--- src/rtl/pe_mac_array.sv ---
// Signed multiply-accumulate PE: LANES products per beat, pipelined adder tree,
// and a saturating channel accumulator that folds first..last beats into one psum.
module pe_mac_array #(
    parameter int LANES = 4,
    parameter int DW    = 8,
    parameter int ACC_W = 32
) (
    input  logic                    clk,
    input  logic                    rst,
    input  logic                    in_valid,
    output logic                    in_ready,
    input  logic                    in_first,
    input  logic                    in_last,
    input  logic [LANES*DW-1:0]     ifm_in,
    input  logic [LANES*DW-1:0]     wgt_in,
    output logic                    out_valid,
    input  logic                    out_ready,
    output logic signed [ACC_W-1:0] out_psum,
    output logic                    out_ovf
);
    localparam int LVLS = $clog2(LANES);

    logic out_valid_q;
    logic en;

    // The whole pipeline advances together; a held output freezes every stage.
    assign en       = !out_valid_q | out_ready;
    assign in_ready = en;

    // Saturating add: MSB of the result is the saturation flag, low ACC_W bits the clamped sum.
    function automatic logic [ACC_W:0] sat_add(input logic signed [ACC_W-1:0] a,
                                               input logic signed [ACC_W-1:0] b);
        logic signed [ACC_W:0] s;
        s = {a[ACC_W-1], a} + {b[ACC_W-1], b};
        if (s[ACC_W] != s[ACC_W-1]) begin
            return {1'b1, s[ACC_W], {(ACC_W-1){~s[ACC_W]}}};
        end
        return {1'b0, s[ACC_W-1:0]};
    endfunction

    for (genvar l = 0; l <= LVLS; l++) begin : g_lvl
        localparam int N = LANES >> l;
        localparam int W = 2*DW + l;

        logic signed [W-1:0] val_d [N];
        logic signed [W-1:0] val_q [N];
        logic vld_d, vld_q, first_d, first_q, last_d, last_q;

        if (l == 0) begin : g_mul
            always_comb begin
                vld_d   = in_valid;
                first_d = in_first;
                last_d  = in_last;
                for (int i = 0; i < N; i++) begin
                    val_d[i] = W'($signed(ifm_in[i*DW +: DW])) * W'($signed(wgt_in[i*DW +: DW]));
                end
            end
        end else begin : g_add
            always_comb begin
                vld_d   = g_lvl[l-1].vld_q;
                first_d = g_lvl[l-1].first_q;
                last_d  = g_lvl[l-1].last_q;
                for (int i = 0; i < N; i++) begin
                    val_d[i] = W'(g_lvl[l-1].val_q[2*i]) + W'(g_lvl[l-1].val_q[2*i+1]);
                end
            end
        end

        always_ff @(posedge clk) begin
            if (rst) begin
                vld_q <= 1'b0;
            end else if (en) begin
                vld_q <= vld_d;
            end
        end

        always_ff @(posedge clk) begin
            if (en) begin
                val_q   <= val_d;
                first_q <= first_d;
                last_q  <= last_d;
            end
        end
    end

    // Accumulator stage
    logic signed [ACC_W-1:0] acc_d, acc_q, out_psum_d, out_psum_q, tree_ext, nacc;
    logic                    ovf_d, ovf_q, out_ovf_d, out_ovf_q, out_valid_d, novf;
    logic [ACC_W:0]          sat_res;

    always_comb begin
        acc_d       = acc_q;
        ovf_d       = ovf_q;
        out_valid_d = out_valid_q;
        out_psum_d  = out_psum_q;
        out_ovf_d   = out_ovf_q;
        tree_ext    = ACC_W'(g_lvl[LVLS].val_q[0]);
        sat_res     = sat_add(acc_q, tree_ext);
        if (g_lvl[LVLS].first_q) begin
            nacc = tree_ext;
            novf = 1'b0;
        end else begin
            nacc = sat_res[ACC_W-1:0];
            novf = ovf_q | sat_res[ACC_W];
        end
        if (en) begin
            out_valid_d = 1'b0;
            if (g_lvl[LVLS].vld_q) begin
                if (g_lvl[LVLS].last_q) begin
                    out_valid_d = 1'b1;
                    out_psum_d  = nacc;
                    out_ovf_d   = novf;
                    acc_d       = '0;
                    ovf_d       = 1'b0;
                end else begin
                    acc_d = nacc;
                    ovf_d = novf;
                end
            end
        end
    end

    always_ff @(posedge clk) begin
        if (rst) begin
            acc_q       <= '0;
            ovf_q       <= 1'b0;
            out_valid_q <= 1'b0;
            out_psum_q  <= '0;
            out_ovf_q   <= 1'b0;
        end else begin
            acc_q       <= acc_d;
            ovf_q       <= ovf_d;
            out_valid_q <= out_valid_d;
            out_psum_q  <= out_psum_d;
            out_ovf_q   <= out_ovf_d;
        end
    end

    assign out_valid = out_valid_q;
    assign out_psum  = out_psum_q;
    assign out_ovf   = out_ovf_q;
endmodule
--- config.mk ---
export PLATFORM = sky130hd
export DESIGN_NAME = pe_mac_array
export DESIGN_NICKNAME = d
export VERILOG_FILES = /design/src/rtl/pe_mac_array.sv
export SDC_FILE = /design/constraint.sdc
export NUM_CORES = 1
export LEC_CHECK = 0
export CORE_MARGIN = 1.5
export CORE_UTILIZATION = 45
export DETAILED_ROUTE_END_ITERATION = 10
export RECOVER_POWER = 25
export SLEW_MARGIN = 20
export SYNTH_ARGS = -nofsm -noshare
export SYNTH_HDL_FRONTEND = slang
export SYNTH_SLANG_ARGS = --single-unit
--- constraint.sdc ---
create_clock -name clk -period 10.55 [get_ports clk]
set_input_delay 1.5825 -clock clk [delete_from_list [all_inputs] [get_ports clk]]
set_output_delay 1.5825 -clock clk [all_outputs]
set_load 0.01 [all_outputs]
Yosys cells after proc, flatten, opt, wreduce, memory -nomap -nowiden
Index checks and enable logic that the tools add are counted.

Flip-flop bits (word level): 192. Latch bits: 0. Memory bits (writable): 0. Bits in read-only memories: 0. Input bits: 70. Output and inout port bits: 35. Word-level logic and storage cells: 45. Memories: 0.

Add/sub/neg operators: 4. Multiply operators: 4. Divide/modulo/power cells: 0. Order comparisons: 0. Equal/unequal tests: 1. Shift operators: 0. Mux-type cells: 9. Bitwise logic cells: 3. Reductions and logical operators: 3.

Operators with widths (count): 2-to-1 mux 33 bit (2); multiplier 8 x 8 -> 16 bit (4); 2-to-1 mux 32 bit (2); adder 16 x 16 -> 17 bit (2); adder 32 x 18 -> 33 bit (1); adder 17 x 17 -> 18 bit (1); 2-to-1 mux 1 bit (5); AND reduction 3 bit (1); bitwise OR 1 bit (2); AND reduction 2 bit (1); zero test 1 bit (1); inequality test 1 bit (1); NOT 1 bit (1).

Longest topological paths before layout
Word-level depth: 7. Gate-level depth with buffers: 19. Depth with buffers taken out: 19.

Least setup slack after synthesis
Ideal clock, no wire load.

Kind: input to register. Start: in out_ready. End: reg out_psum_q[17], in the netlist out_psum[17]. Library setup time: 0.145 ns. Arrival time: 6.747 ns. Data required time: 10.405 ns. Slack: 3.658 ns. Stages: 8. Buffers on the path: 2. Path through: nand2b_1 -> clkbuf_1 -> and2_1 -> clkbuf_1 -> nand2_1 -> a21oi_1 -> a21o_1 -> a211oi_1.

Word-level cells in the longest chain between the ends: 2.

Ends and longest elaborated chain: start: declaration (RTL line 17) `input logic out_ready,`; bitwise OR 1 bit (RTL line 27) `assign en = !out_valid_q | out_ready;`; named net in_ready (RTL line 11) `output logic in_ready,`; AND reduction 3 bit (no line); end signal: assignment (RTL line 134) `out_psum_q <= out_psum_d;`; end: declaration (RTL line 87) `logic signed [ACC_W-1:0] acc_d, acc_q, out_psum_d, out_psum_q, tree_ext, nacc;`.

The timed path passes the listed nets, and every way through them passes these cells. A chain may end at the register's enable or synchronous reset.

Worst setup path in the final report
Start: in out_ready. End: reg out_psum_q[17], in the netlist out_psum[17].

Word-level cells in the longest chain between the ends: 2.

Ends and longest elaborated chain (RTL line): bitwise OR 1 bit (27); AND reduction 3 bit (no line).

Every way passes these cells.

==> impl_results.md <==
* Status: finished with violations
* Failing checks: max-capacitance violations, max-slew violations
* P_leak at 10.3 nW
* Drt via density at about 5.1
* Die height at between 200 and 250 µm
* Area growth syn-to-layout at 11.1%
* Worst setup path startpoint: out_ready
* Longest Clk Path Bufs at 2
* Synth cell types at just under 80
* Slew @ Worst Pin at ~2.2 ns
* Maximum vdd drop at between 0.1 and 0.15 mV
* Residual DRC at 0
* First-pass GRT wire length at 72.2 mm
* Clock Pin Slew Worst Setup and Hold Paths at 0.07 ns
* Non-Filler Instances at ~2.8k
* Drt initial violations at between 700 and 800
* Synth Flop Type: edfxtp_1
* DIE WIDTH at 215 µm
* Synth area leaders: fa_1 (22%), edfxtp_1 (18%), ha_1 (12%), inv_1 (7.1%), dfxtp_1 (6.9%)
* Register bit total from synthesis at ~190
* Sequential share of the synthesized area at 0.250
* DR WL/cell at around 15 µm
* F_max at 0.150 GHz
* CTS sink cnt at 192
* Mapped Area at slightly above 20000 µm²
* ANT cells at 0
* Routed wl met2 at 20.5 mm
* Worst setup SP type: input port
* CTS hold repair buffers at 0
* Hold Vio Cnt, Final at 0
* Wirelength, routed at roughly 42 mm
* Post-synth top area cell: fa_1
* Grt total ovfl at 0
* Root buffer cell: clkbuf_16
* Clock H-tree levels at 4
* Num CTS Buffers at 17
* Cell Area, Placed at roughly 22000 µm²
* Layout cell share with drive strength beyond 1 at 0.0320
* FF-to-FF Start: out_valid
* IO Pins at around 110
* Port bufs at 104
* HP Class: reg -> reg
* Via count at between 10k and 15k
* Met1 WL at slightly below 20 mm
* Critical path peak fanout at 85
* Min Tclk post-route at around 6.7 ns
* Most frequent cell after synthesis: inv_1
* TritonCTS clock tree: built
* Required time worst endpoint at 10.84 ns
* Fin nets at between 2k and 3k
* GPL Wtd Cong at between 0.8 and 0.9
* Max-slew headroom at -0.484
* Final TNS setup at 0 ns
* Total GRT Usage at 0.189
* Synth top area share at 0.221
* Power Density at around 240 nW/µm²
* Max Cap Viol at 1
* Avg Cell Area, Syn at around 9.6 µm²
* Post-Synthesis Cells at ~2.1k
* Resize count post-CTS at 0
* Clock latency on the worst-skew pair at roughly 0.44 ns
* Synthesized Nets at between 2k and 3k
* WL met3 at ~1.1 mm
* Initial antenna violation count at 0
* Final setup viols at 0
* Final hold slack at about 0.43 ns
* Post-route cell area at around 23000 µm²
* ANT nets after route at 0
* Clk_skew at between 0.015 and 0.02 ns
* Critical path class: in -> reg
* Slew Viols, Final at 47
* Post-CTS Setup Inserts at 0
* Commonest cells in the netlist: inv_1 (382), fa_1 (224), ha_1 (197)
* Synth Warn # at 0
* Fin crit share at 0.632
* DPL Wire Length at 34.2 mm
* Core area at about 44000 µm²
* FP Rows at 77
* CP endpoint kind: flip-flop
* Largest net degree at the start of global routing at 86
* Min-delay src: g_lvl[1].first_q
* Top Layer Used: met4
* Die ar. at about 46000 µm²
* Post-synth EDFFs at 122
* Starting Density at 0.457
* Unrepaired setup endpoints after global routing: no
* Async set-reset flop share out of synthesis at 0
* Placed insts at about 2.8k
* Worst EP arrival at 6.95 ns
* Vias in the first global route at approximately 15k
* Drt pass-1 iters at 5
## metrics by stage
stage	power (mW)	worst slack, ns	util
after floorplan	4.04	3.66	-
after global placement	4.75	3.88	0.495
after detailed placement	4.80	3.77	0.495
after CTS	5.49	4.21	0.508
after global routing	6.01	3.37	0.508
final	5.42	3.89	0.508
## final timing paths
check                          end  slack (ns)  depth (start not counted)
setup / recovery      out_psum[17]        3.89                          8
hold / removal    g_lvl[2].first_q        0.43                          0
setup reg to reg      out_psum[17]        5.34                          7
hold reg to reg   g_lvl[2].first_q        0.43                          0
## kinds of logic (layout without fill, tap and decap cells)
| family | after synthesis | in the layout | share of synthesized area |
|---|---|---|---|
| xor gates and xnor gates | 118 | 118 | 0.0510 |
| buffers and inverters | 414 | 522 | 0.0778 |
| AOI/OAI and AO/OA | 345 | 345 | 0.121 |
| adders and majority gates | 422 | 422 | 0.343 |
| and+or+nand+nor | 611 | 611 | 0.153 |
| muxes | 8 | 8 | 0.00413 |
| DFF | 192 | 192 | 0.250 |
## layout make-up
type | instances | area, µm²
timing repair buffer | 108 | 1070
clock inverter | 15 | 154
inverter | 382 | 1430
fill | 4196 | 21800
sequential | 192 | 5060
multi-input combinational | 1504 | 13600
tap | 592 | 741
clock buffer | 17 | 425
## critical path, cell delays in order
cell and delay, ns:
dlygate4sd3_1 0.52, nand2b_1 1.61, buf_4 1.02, and2_1 0.40, nand2_1 0.57, a21oi_1 0.81, a21o_1 0.34, a211oi_1 0.08
## registers in the layout, indices dropped and copies added (netlist names)
register	flops
out_ovf	1
out_valid	1
acc_q	32
ovf_q	1
g_lvl.last_q	3
g_lvl.val_q	116
out_psum	32
g_lvl.vld_q	3
g_lvl.first_q	3
## layer usage
layer,track usage,vias up
met1,0.255,7059
li1,-,7147
met4,0.0420,0
met2,0.329,194
met3,0.0185,35
met5,0,-
## cell usage in the layout (no fill, tap or decap), drive strengths merged, types with 5 or more instances in the layout
cell type and instances:
o21a 12, nand2 138, inv 388, mux2i 5, edfxtp 122, nor2b 40, xnor2 101, and2 178
a2111oi 6, a31oi 6, dfxtp 70, o2111ai 5, o221a 6, o21ai 62, a21oi 88, a221o 8
nand4 9, nand3 24, clkinv 6, or3 8, nand2b 20, dlygate4sd3 7, a21o 39, a21boi 13
a211oi 16, o31ai 11, o31a 12, fa 224, a22o 12, nor2 133, nor3 39, nor3b 5
clkbuf 17, clkdlybuf4s50 97, and3 7, o211ai 9, ha 197, xor2 17
## power breakdown
| part | leakage [nW] | switching, mW | internal, mW |
|---|---|---|---|
| Clock | 0.280 | 0.307 | 0.334 |
| Combinational | 8.14 | 1.87 | 1.52 |
| Sequential | 1.86 | 0.140 | 1.24 |
| Total | 10.3 | 2.32 | 3.10 |
No activity file was read; power rests on OpenSTA's default activity.
